### config.mk
export PLATFORM = sky130hd
export DESIGN_NAME = sm2_kdf_xor_flat
export DESIGN_NICKNAME = d
export VERILOG_FILES = /design/src/rtl/sm2_pkg.sv /design/src/rtl/sm2_kdf_xor_if.sv /design/src/rtl/sm2_kdf_xor.sv /design/src/flat_wrapper.sv
export SDC_FILE = /design/constraint.sdc
export NUM_CORES = 2
export LEC_CHECK = 0
export BUFFER_PORTS_ARGS = -buffer_cell sky130_fd_sc_hd__buf_4
export CAP_MARGIN = 40
export CORE_AREA = 4 4 348 606
export DETAILED_ROUTE_END_ITERATION = 10
export DIE_AREA = 0 0 352 610
export PLACE_DENSITY_LB_ADDON = 0.25
export SETUP_SLACK_MARGIN = 0.3
export SYNTH_ARGS = -nofsm -noshare
export SYNTH_HDL_FRONTEND = slang
export SYNTH_SLANG_ARGS = --single-unit
### constraint.sdc
create_clock -name clk -period 70.4 [get_ports clk]
set_clock_uncertainty 0.05 [all_clocks]
set_input_delay 14.08 -clock clk [delete_from_list [all_inputs] [get_ports clk]]
set_output_delay 14.08 -clock clk [all_outputs]
set_load 0.05 [all_outputs]
### src/rtl/sm2_pkg.sv
// Shared constants, state encoding and word-mask helper for the SM2 KDF keystream consumer.
package sm2_pkg;

   localparam int KDF_MAXLEN = 4;
   localparam int KDF_BLK_W  = 256;
   localparam int WORD_W     = 32;
   localparam int KEY_W      = KDF_BLK_W * KDF_MAXLEN;
   localparam int NWORDS_MAX = KEY_W / WORD_W;
   localparam int IDX_W      = $clog2(8 * KDF_MAXLEN) + 1;
   localparam int SEL_W      = IDX_W - 1;

   // One-hot state encoding
   typedef enum logic [5:0] {
      S_IDLE   = 6'b000001,
      S_WAITK  = 6'b000010,
      S_CHECK  = 6'b000100,
      S_STREAM = 6'b001000,
      S_FIN    = 6'b010000,
      S_ERR    = 6'b100000
   } state_t;

   // Full word unless this is the last word of a partial message; then only the top rem bits.
   function automatic logic [WORD_W-1:0] word_mask(input logic [4:0] rem, input logic last);
      logic [WORD_W-1:0] m;
      m = '1;
      if (last && rem != 5'd0)
         m = ~({WORD_W{1'b1}} >> rem);
      return m;
   endfunction

endpackage

### src/rtl/sm2_kdf_xor_if.sv
// Control, keystream and message handshake signals between the KDF consumer and its neighbours.
interface sm2_kdf_xor_if;

   logic                       start;
   logic [31:0]                klen;
   logic [sm2_pkg::KEY_W-1:0]  kin;
   logic                       kin_valid;
   logic [sm2_pkg::WORD_W-1:0] din;
   logic                       din_valid;
   logic                       din_ready;
   logic [sm2_pkg::WORD_W-1:0] dout;
   logic                       dout_valid;
   logic                       dout_ready;
   logic                       busy;
   logic                       done;
   logic                       zero_key;
   logic                       len_err;

   modport master (
      output start, klen, kin, kin_valid, din, din_valid, dout_ready,
      input  din_ready, dout, dout_valid, busy, done, zero_key, len_err
   );

   modport slave (
      input  start, klen, kin, kin_valid, din, din_valid, dout_ready,
      output din_ready, dout, dout_valid, busy, done, zero_key, len_err
   );

endinterface

### src/rtl/sm2_kdf_xor.sv
// Captures the KDF keystream, rejects an all-zero key over klen bits, then XORs it with the
// 32-bit message stream under a valid/ready handshake with one-word output buffering.
//
// state  | meaning
// IDLE   | waiting for start
// WAITK  | klen latched, waiting for keystream from the KDF
// CHECK  | OR-reduce key words 0..nwords-1 (last one masked), one word per cycle
// STREAM | XOR message words with key words, one output word buffered
// FIN    | done pulse after the last word drains
// ERR    | done pulse after a length error or an all-zero key
module sm2_kdf_xor
   import sm2_pkg::*;
(
   input  logic          clk,
   input  logic          rst,
   sm2_kdf_xor_if.slave  bus
);

   state_t              state;
   logic [KEY_W-1:0]    key_r;
   logic [IDX_W-1:0]    nwords;
   logic [4:0]          rem;
   logic [IDX_W-1:0]    idx;
   logic [WORD_W-1:0]   acc;
   logic [WORD_W-1:0]   dout_r;
   logic                dout_valid_r;
   logic                zero_key_r;
   logic                len_err_r;

   logic [WORD_W-1:0]   key_words [NWORDS_MAX];
   logic [WORD_W-1:0]   cur_key;
   logic [WORD_W-1:0]   cur_mask;
   logic [WORD_W-1:0]   chk_word;
   logic [IDX_W-1:0]    nwords_calc;
   logic                klen_bad;
   logic                idx_last;
   logic                all_in;
   logic                din_ready_c;
   logic                xfer;

   for (genvar i = 0; i < NWORDS_MAX; i++) begin : g_key_words
      assign key_words[i] = key_r[KEY_W-1-WORD_W*i -: WORD_W];
   end

   // Word select uses the low index bits; idx==nwords only occurs once every word is in.
   assign cur_key     = key_words[idx[SEL_W-1:0]];
   assign idx_last    = (idx == nwords - IDX_W'(1));
   assign all_in      = (idx == nwords);
   assign cur_mask    = word_mask(rem, idx_last);
   assign chk_word    = cur_key & cur_mask;

   assign klen_bad    = (bus.klen == 32'd0) || (bus.klen > 32'(KEY_W));
   assign nwords_calc = IDX_W'((bus.klen[10:0] + 11'd31) >> 5);

   assign din_ready_c = (state == S_STREAM) && !all_in && (!dout_valid_r || bus.dout_ready);
   assign xfer        = bus.din_valid && din_ready_c;

   always_ff @(posedge clk or posedge rst) begin
      if (rst) begin
         state        <= S_IDLE;
         key_r        <= '0;
         nwords       <= '0;
         rem          <= '0;
         idx          <= '0;
         acc          <= '0;
         dout_r       <= '0;
         dout_valid_r <= 1'b0;
         zero_key_r   <= 1'b0;
         len_err_r    <= 1'b0;
      end else begin
         case (state)
            S_IDLE: begin
               if (bus.start) begin
                  zero_key_r <= 1'b0;
                  len_err_r  <= 1'b0;
                  nwords     <= nwords_calc;
                  rem        <= bus.klen[4:0];
                  idx        <= '0;
                  acc        <= '0;
                  if (klen_bad) begin
                     len_err_r <= 1'b1;
                     state     <= S_ERR;
                  end else begin
                     state     <= S_WAITK;
                  end
               end
            end

            S_WAITK: begin
               if (bus.kin_valid) begin
                  key_r <= bus.kin;
                  state <= S_CHECK;
               end
            end

            S_CHECK: begin
               if (idx_last) begin
                  idx <= '0;
                  acc <= '0;
                  if ((acc | chk_word) == '0) begin
                     zero_key_r <= 1'b1;
                     state      <= S_ERR;
                  end else begin
                     state      <= S_STREAM;
                  end
               end else begin
                  acc <= acc | chk_word;
                  idx <= idx + IDX_W'(1);
               end
            end

            S_STREAM: begin
               if (xfer) begin
                  dout_r       <= (bus.din ^ cur_key) & cur_mask;
                  dout_valid_r <= 1'b1;
                  idx          <= idx + IDX_W'(1);
               end else if (dout_valid_r && bus.dout_ready) begin
                  dout_valid_r <= 1'b0;
                  if (all_in)
                     state <= S_FIN;
               end
            end

            S_FIN:   state <= S_IDLE;
            S_ERR:   state <= S_IDLE;
            default: state <= S_IDLE;
         endcase
      end
   end

   assign bus.din_ready  = din_ready_c;
   assign bus.dout       = dout_r;
   assign bus.dout_valid = dout_valid_r;
   assign bus.busy       = (state != S_IDLE);
   assign bus.done       = (state == S_FIN) || (state == S_ERR);
   assign bus.zero_key   = zero_key_r;
   assign bus.len_err    = len_err_r;

endmodule

### src/flat_wrapper.sv
// flat-port wrapper written by rule: the top's interface ports become plain ports
module sm2_kdf_xor_flat import sm2_pkg::*;
  (clk, rst, bus_start, bus_klen, bus_kin, bus_kin_valid, bus_din, bus_din_valid, bus_dout_ready, bus_din_ready, bus_dout, bus_dout_valid, bus_busy, bus_done, bus_zero_key, bus_len_err);
  sm2_kdf_xor_if bus_i ();
  input  logic clk;
  input  logic rst;
  input wire logic [$bits(bus_i.start)-1:0] bus_start;
  input wire logic [$bits(bus_i.klen)-1:0] bus_klen;
  input wire logic [$bits(bus_i.kin)-1:0] bus_kin;
  input wire logic [$bits(bus_i.kin_valid)-1:0] bus_kin_valid;
  input wire logic [$bits(bus_i.din)-1:0] bus_din;
  input wire logic [$bits(bus_i.din_valid)-1:0] bus_din_valid;
  input wire logic [$bits(bus_i.dout_ready)-1:0] bus_dout_ready;
  output wire logic [$bits(bus_i.din_ready)-1:0] bus_din_ready;
  output wire logic [$bits(bus_i.dout)-1:0] bus_dout;
  output wire logic [$bits(bus_i.dout_valid)-1:0] bus_dout_valid;
  output wire logic [$bits(bus_i.busy)-1:0] bus_busy;
  output wire logic [$bits(bus_i.done)-1:0] bus_done;
  output wire logic [$bits(bus_i.zero_key)-1:0] bus_zero_key;
  output wire logic [$bits(bus_i.len_err)-1:0] bus_len_err;
  assign bus_i.start = bus_start;
  assign bus_i.klen = bus_klen;
  assign bus_i.kin = bus_kin;
  assign bus_i.kin_valid = bus_kin_valid;
  assign bus_i.din = bus_din;
  assign bus_i.din_valid = bus_din_valid;
  assign bus_i.dout_ready = bus_dout_ready;
  assign bus_din_ready = bus_i.din_ready;
  assign bus_dout = bus_i.dout;
  assign bus_dout_valid = bus_i.dout_valid;
  assign bus_busy = bus_i.busy;
  assign bus_done = bus_i.done;
  assign bus_zero_key = bus_i.zero_key;
  assign bus_len_err = bus_i.len_err;
  sm2_kdf_xor u_core (.clk(clk), .rst(rst), .bus(bus_i));
endmodule
* Yosys cells after proc, flatten, opt, wreduce, memory -nomap -nowiden
Cells that the tools add are included.
Word-level totals: register bits after elaboration 1114, bits of input ports 1094, output and inout port bits 38, word-level logic and storage cells 90
Operators by class: add/sub/neg operators 3, bitwise logic cells 6, muxes and demuxes 27, magnitude comparators 2, reductions and logical operators 24, equal/unequal tests 17, shift-type cells 1
Operators with widths (number):
- binary-select mux 32 bit (select 5 bit) | 1
- 2-to-1 mux 32 bit | 5
- 2-to-1 mux 6 bit | 11
- bitwise AND 32 bit | 2
- zero test 32 bit | 2
- one-hot mux 32 bit (2 select lines) | 1
- greater-than comparator 32 x 11 -> 1 bit (second input constant) | 1
- inverter 32 bit | 1
- OR 32 bit | 1
- right shift 32 x 5 -> 32 bit (first input constant) | 1
- XOR 32 bit | 1
- one-hot mux 6 bit (4 select lines) | 1
- one-hot mux 6 bit (3 select lines) | 1
- equality test 6 bit | 2
- adder 11 x 5 -> 11 bit (second input constant) | 1
- AND reduction 2 bit | 5
- != test 2 x 1 -> 1 bit (second input constant) | 4
- != test 2 bit (second input constant) | 4
- adder 6 x 1 -> 6 bit (second input constant) | 1
- equality test 6 x 1 -> 1 bit (second input constant) | 1
- equality test 6 x 2 -> 1 bit (second input constant) | 1
- equality test 6 x 3 -> 1 bit (second input constant) | 1
- equality test 6 x 4 -> 1 bit (second input constant) | 1
- equality test 6 x 5 -> 1 bit (second input constant) | 1
- 16 further kinds | 29

* Logic depth before layout (Yosys ltp)
word-level depth 10, mapped depth 15, mapped depth without buffers 11

* Least setup slack after synthesis
OpenSTA, ideal clock, no wires.
kind input port to output port, start point input port bus_dout_ready, end point output port bus_din_ready, setup slack 41.344 ns, stages on the path 2, buffers on the path 0, data arrival time 14.926 ns, data required time 56.270 ns, path through inv_1 -> a21oi_1
Between the ends: word-level cells in the longest chain between the ends 2
Ends and longest elaborated chain:
- from (decl) | line flat_wrapper.sv:13 | input wire logic [$bits(bus_i.dout_ready)-1:0] bus_dout_ready;
- logical OR 1 bit | line sm2_kdf_xor.sv:55 | assign din_ready_c = (state == S_STREAM) && !all_in && (!dout_valid_r || bus.dout_ready);
- logical AND 1 bit | line sm2_kdf_xor.sv:55
- to (decl) | line flat_wrapper.sv:14 | output wire logic [$bits(bus_i.din_ready)-1:0] bus_din_ready;
Every way passes these cells.

* Worst setup path after layout
Ends and elaborated chain as after synthesis.

==> metrics.txt <==
outcome=finished clean; worst hold margin=0.4124 ns; cts hold-fix bufs=0; post-cts repair resize count=0; grt total ovfl=0; std cell rows=220; Die Width=352 um; largest family of logic cells by synthesized area=simple AND/OR/NAND/NOR gates; clk_lat worst skew=0.74 ns; via count=44400; fin util=0.3244; critical path arrival=14.68 ns; RSZ-0062 raised after global routing=false; hold_sp=u_core.key_r[266]; clk sinks=1114; Initial Util=0.2492; vias in the first global route=45990; CTS tree=yes; Hold Vio Cnt, Final=0; Layout Area Growth over Synthesis=30.20%; crit path buf inv count=3; crit path launch=bus_dout_ready; Slew Limit Fails=0; Async S/R FF share, synth=1.000; H-tree levels=3; Hold Path Cell Cnt=2; synthesized flop and latch total=1114; Worst R2R Path Depth=11; Post-Synth Adder-Cell Area=0.0004884; Routed WL=266100 um; maxcap violations=0; Crit Path Category=input pin to output pin; drt wl/cell=28.12 um; DR iter-0 viols=3282; Slew HR=0.1938; gpl congestion=0.8993; overall power=1.418 mW; Worst setup EP type=output pin; grt met3 use=0.05740; Post-synth EDFFs=0; final period utilization=0.4092; Crit path largest cell delay=0.24 ns; CP Data Required Time=56.27 ns; simple-gate share of the synthesized area=0.2509; post-synth cell types=72; Yosys Warn Count=0; Port Buffer Count=1131; GR Util All Layers=0.2404; share of layout cells above drive strength 1=0.2454; Final Setup Violations=0; die area=214700 sq um; ANT nets after route=0; buffer count from post-CTS setup fixing=0; post-synthesis mux area share=0.1106; R2R Setup Slk=63.99 ns; FMAX=0.03472 GHz; Crit-path slowest cell=buf_4; # DRC=0; CTS Buf Count=115; Synth Area in XOR/XNOR=0.008522; Worst Setup Start Kind=input pin; PnR worst setup slack=41.59 ns; worst reg2reg startpoint=u_core.state[2]; GR peak layer=met2; met2 usage=0.4260; DIE HEIGHT=610 um; Synth Area in Compound Gates=0.05243; P_leak=34.65 nW; clock slew at reported path FFs=0.06 ns; Syn Inst Count=5644; I/O pins=1132; worst-path fanout max=2; hold path endpoint=u_core.key_r[266]; worst hold path type=register to register; mapped cell area=51240 sq um; Seq/Total Area, Yosys=0.5441; syn nets=6740; setup TNS=0 ns; reg2reg end=u_core.key_r[975]; largest net degree at the start of global routing=196; final net count=7743; most frequent CP cell=buf_4; dpl ws=41.60 ns; first-pass GRT wire length=363400 um; DRT Pass-1 Iters=5; GR met1 Demand/Resource=0.2830; power per cell area=21.26 nW/um^2; Worst Max-Slew Pin Slew=1.209 ns; Main synth FF type=dfrtp_1; root cell of the clock tree=clkbuf_16; post-detail-place hpwl=211500 um; cell chain of the critical path=buf_4 > inv_1 > a21oi_1 > buf_4; Via-to-Cell Ratio=4.693; Mean Syn Cell Area=9.079 sq um; clock buffer depth=3; worst vdd ir=0.02262 mV; Crit path max-delay family=buffers and inverters; core area=205600 sq um; initial antenna violation count=113; Fill cells=21720; Final min period=28.81 ns
sequential cells by signal (all words and copies together), names as in the netlist:
signal,cells
u_core.key_r,1024
u_core.bus.len_err,1
u_core.bus.zero_key,1
u_core.bus.dout_valid,1
u_core.state,6
u_core.acc,32
u_core.bus.dout,32
u_core.idx,6
u_core.rem,5
u_core.nwords,6
worst reg2reg max path, delay by kind of cell (launching register included):
kind | cells | cell delay (ns)
AND/OR/NAND/NOR | 4 | 0.79
flip-flops | 1 | 0.45
buffers and inverters | 7 | 5.04
placed cells by master, fill, tap and decap left out, drive strengths merged, types with 7 or more instances in the layout:
cell type and n:
a221oi 26, xor2 29, a21oi 96, nor2 46, clkinv 25, dfrtp 1113, a211oi 7, mux2 12
diode 53, a211o 17, o22ai 29, nand2 3198, a22oi 23, o31ai 11, nor2b 13, inv 17
nor3 12, a22o 38, mux4 166, xnor2 20, nor4 22, nand4 11, o221ai 31, o21ai 74
mux2i 179, and2 8, clkbuf 174, and3 7, o211ai 10, nand3 22, buf 1249
metrics by stage:
stage               cells  instance area (sq um)
floorplan            5644                  51240
global placement     9154                  62210
detailed placement   9193                  62750
CTS                  9407                  66570
global route         9442                  66660
finish               9461                  66710
worst max-delay path by stage:
| stage | end | slack, ns | cells after the start |
|---|---|---|---|
| 3_5_place_dp | bus_din_ready | 41.60 | 4 |
| 4_1_cts | bus_din_ready | 41.60 | 4 |
| 5_1_grt | bus_din_ready | 41.56 | 4 |
| 6_report | bus_din_ready | 41.59 | 4 |
| 3_3_place_gp | bus_din_ready | 41.58 | 4 |
| 2_1_floorplan | u_core.acc[0] | 24.90 | 1 |
per-layer routing:
layer	wire length (um)	up-vias	part of all wire
li1	-	20340	-
met1	103900	22120	0.39
met2	134800	1543	0.51
met3	17710	337	0.067
met4	9317	54	0.035
met5	358	-	0.0013
power breakdown:
group / leakage [nW] / internal (mW) / switching [mW]
registers: 15.5 / 0.645 / 0.0100
logic: 17.3 / 0.0581 / 0.0689
clock network: 1.88 / 0.353 / 0.283
total: 34.6 / 1.06 / 0.362
cell usage after synthesis, types with 12 or more instances:
cell type  count  share of area
buf_2         44         0.0043
nor4_1        21         0.0026
dfrtp_1     1113           0.54
buf_6         16         0.0035
nand3_1       22         0.0021
nand2_1     3198           0.23
clkbuf_1     279          0.020
a22oi_1       23         0.0034
xnor2_1       19         0.0032
a21oi_1       96         0.0094
a221oi_1      24         0.0041
a22o_1        37         0.0063
mux4_2       166          0.073
nor2b_1       13         0.0016
mux2i_1      179          0.035
buf_1         12        0.00088
xor2_1        29         0.0050
nor3_1        12         0.0012
a211o_1       17         0.0029
nor2_1        45         0.0033
o221ai_1      31         0.0053
o22ai_1       27         0.0033
o21ai_0       68         0.0066
cells by family after synthesis:
group / Yosys count
adders and majority gates: 2
DFF: 1114
and+or+nand+nor: 3354
xor gates and xnor gates: 49
buffers and inverters: 377
AOI/OAI and AO/OA: 391
muxes: 357
layout make-up:
type	count	area, sq um	share of cell area
Antenna cell	53	132.6	0.001988
Clock buffer	173	3407	0.05107
Clock inverter	41	414.1	0.006208
Inverter	12	52.55	0.0007877
Multi-Input combinational cell	4153	21760	0.3261
Sequential cell	1114	27890	0.4181
Tap cell	2664	3333	0.04996
Timing Repair Buffer	1251	9721	0.1457
No activity file was read; power rests on OpenSTA's default activity.
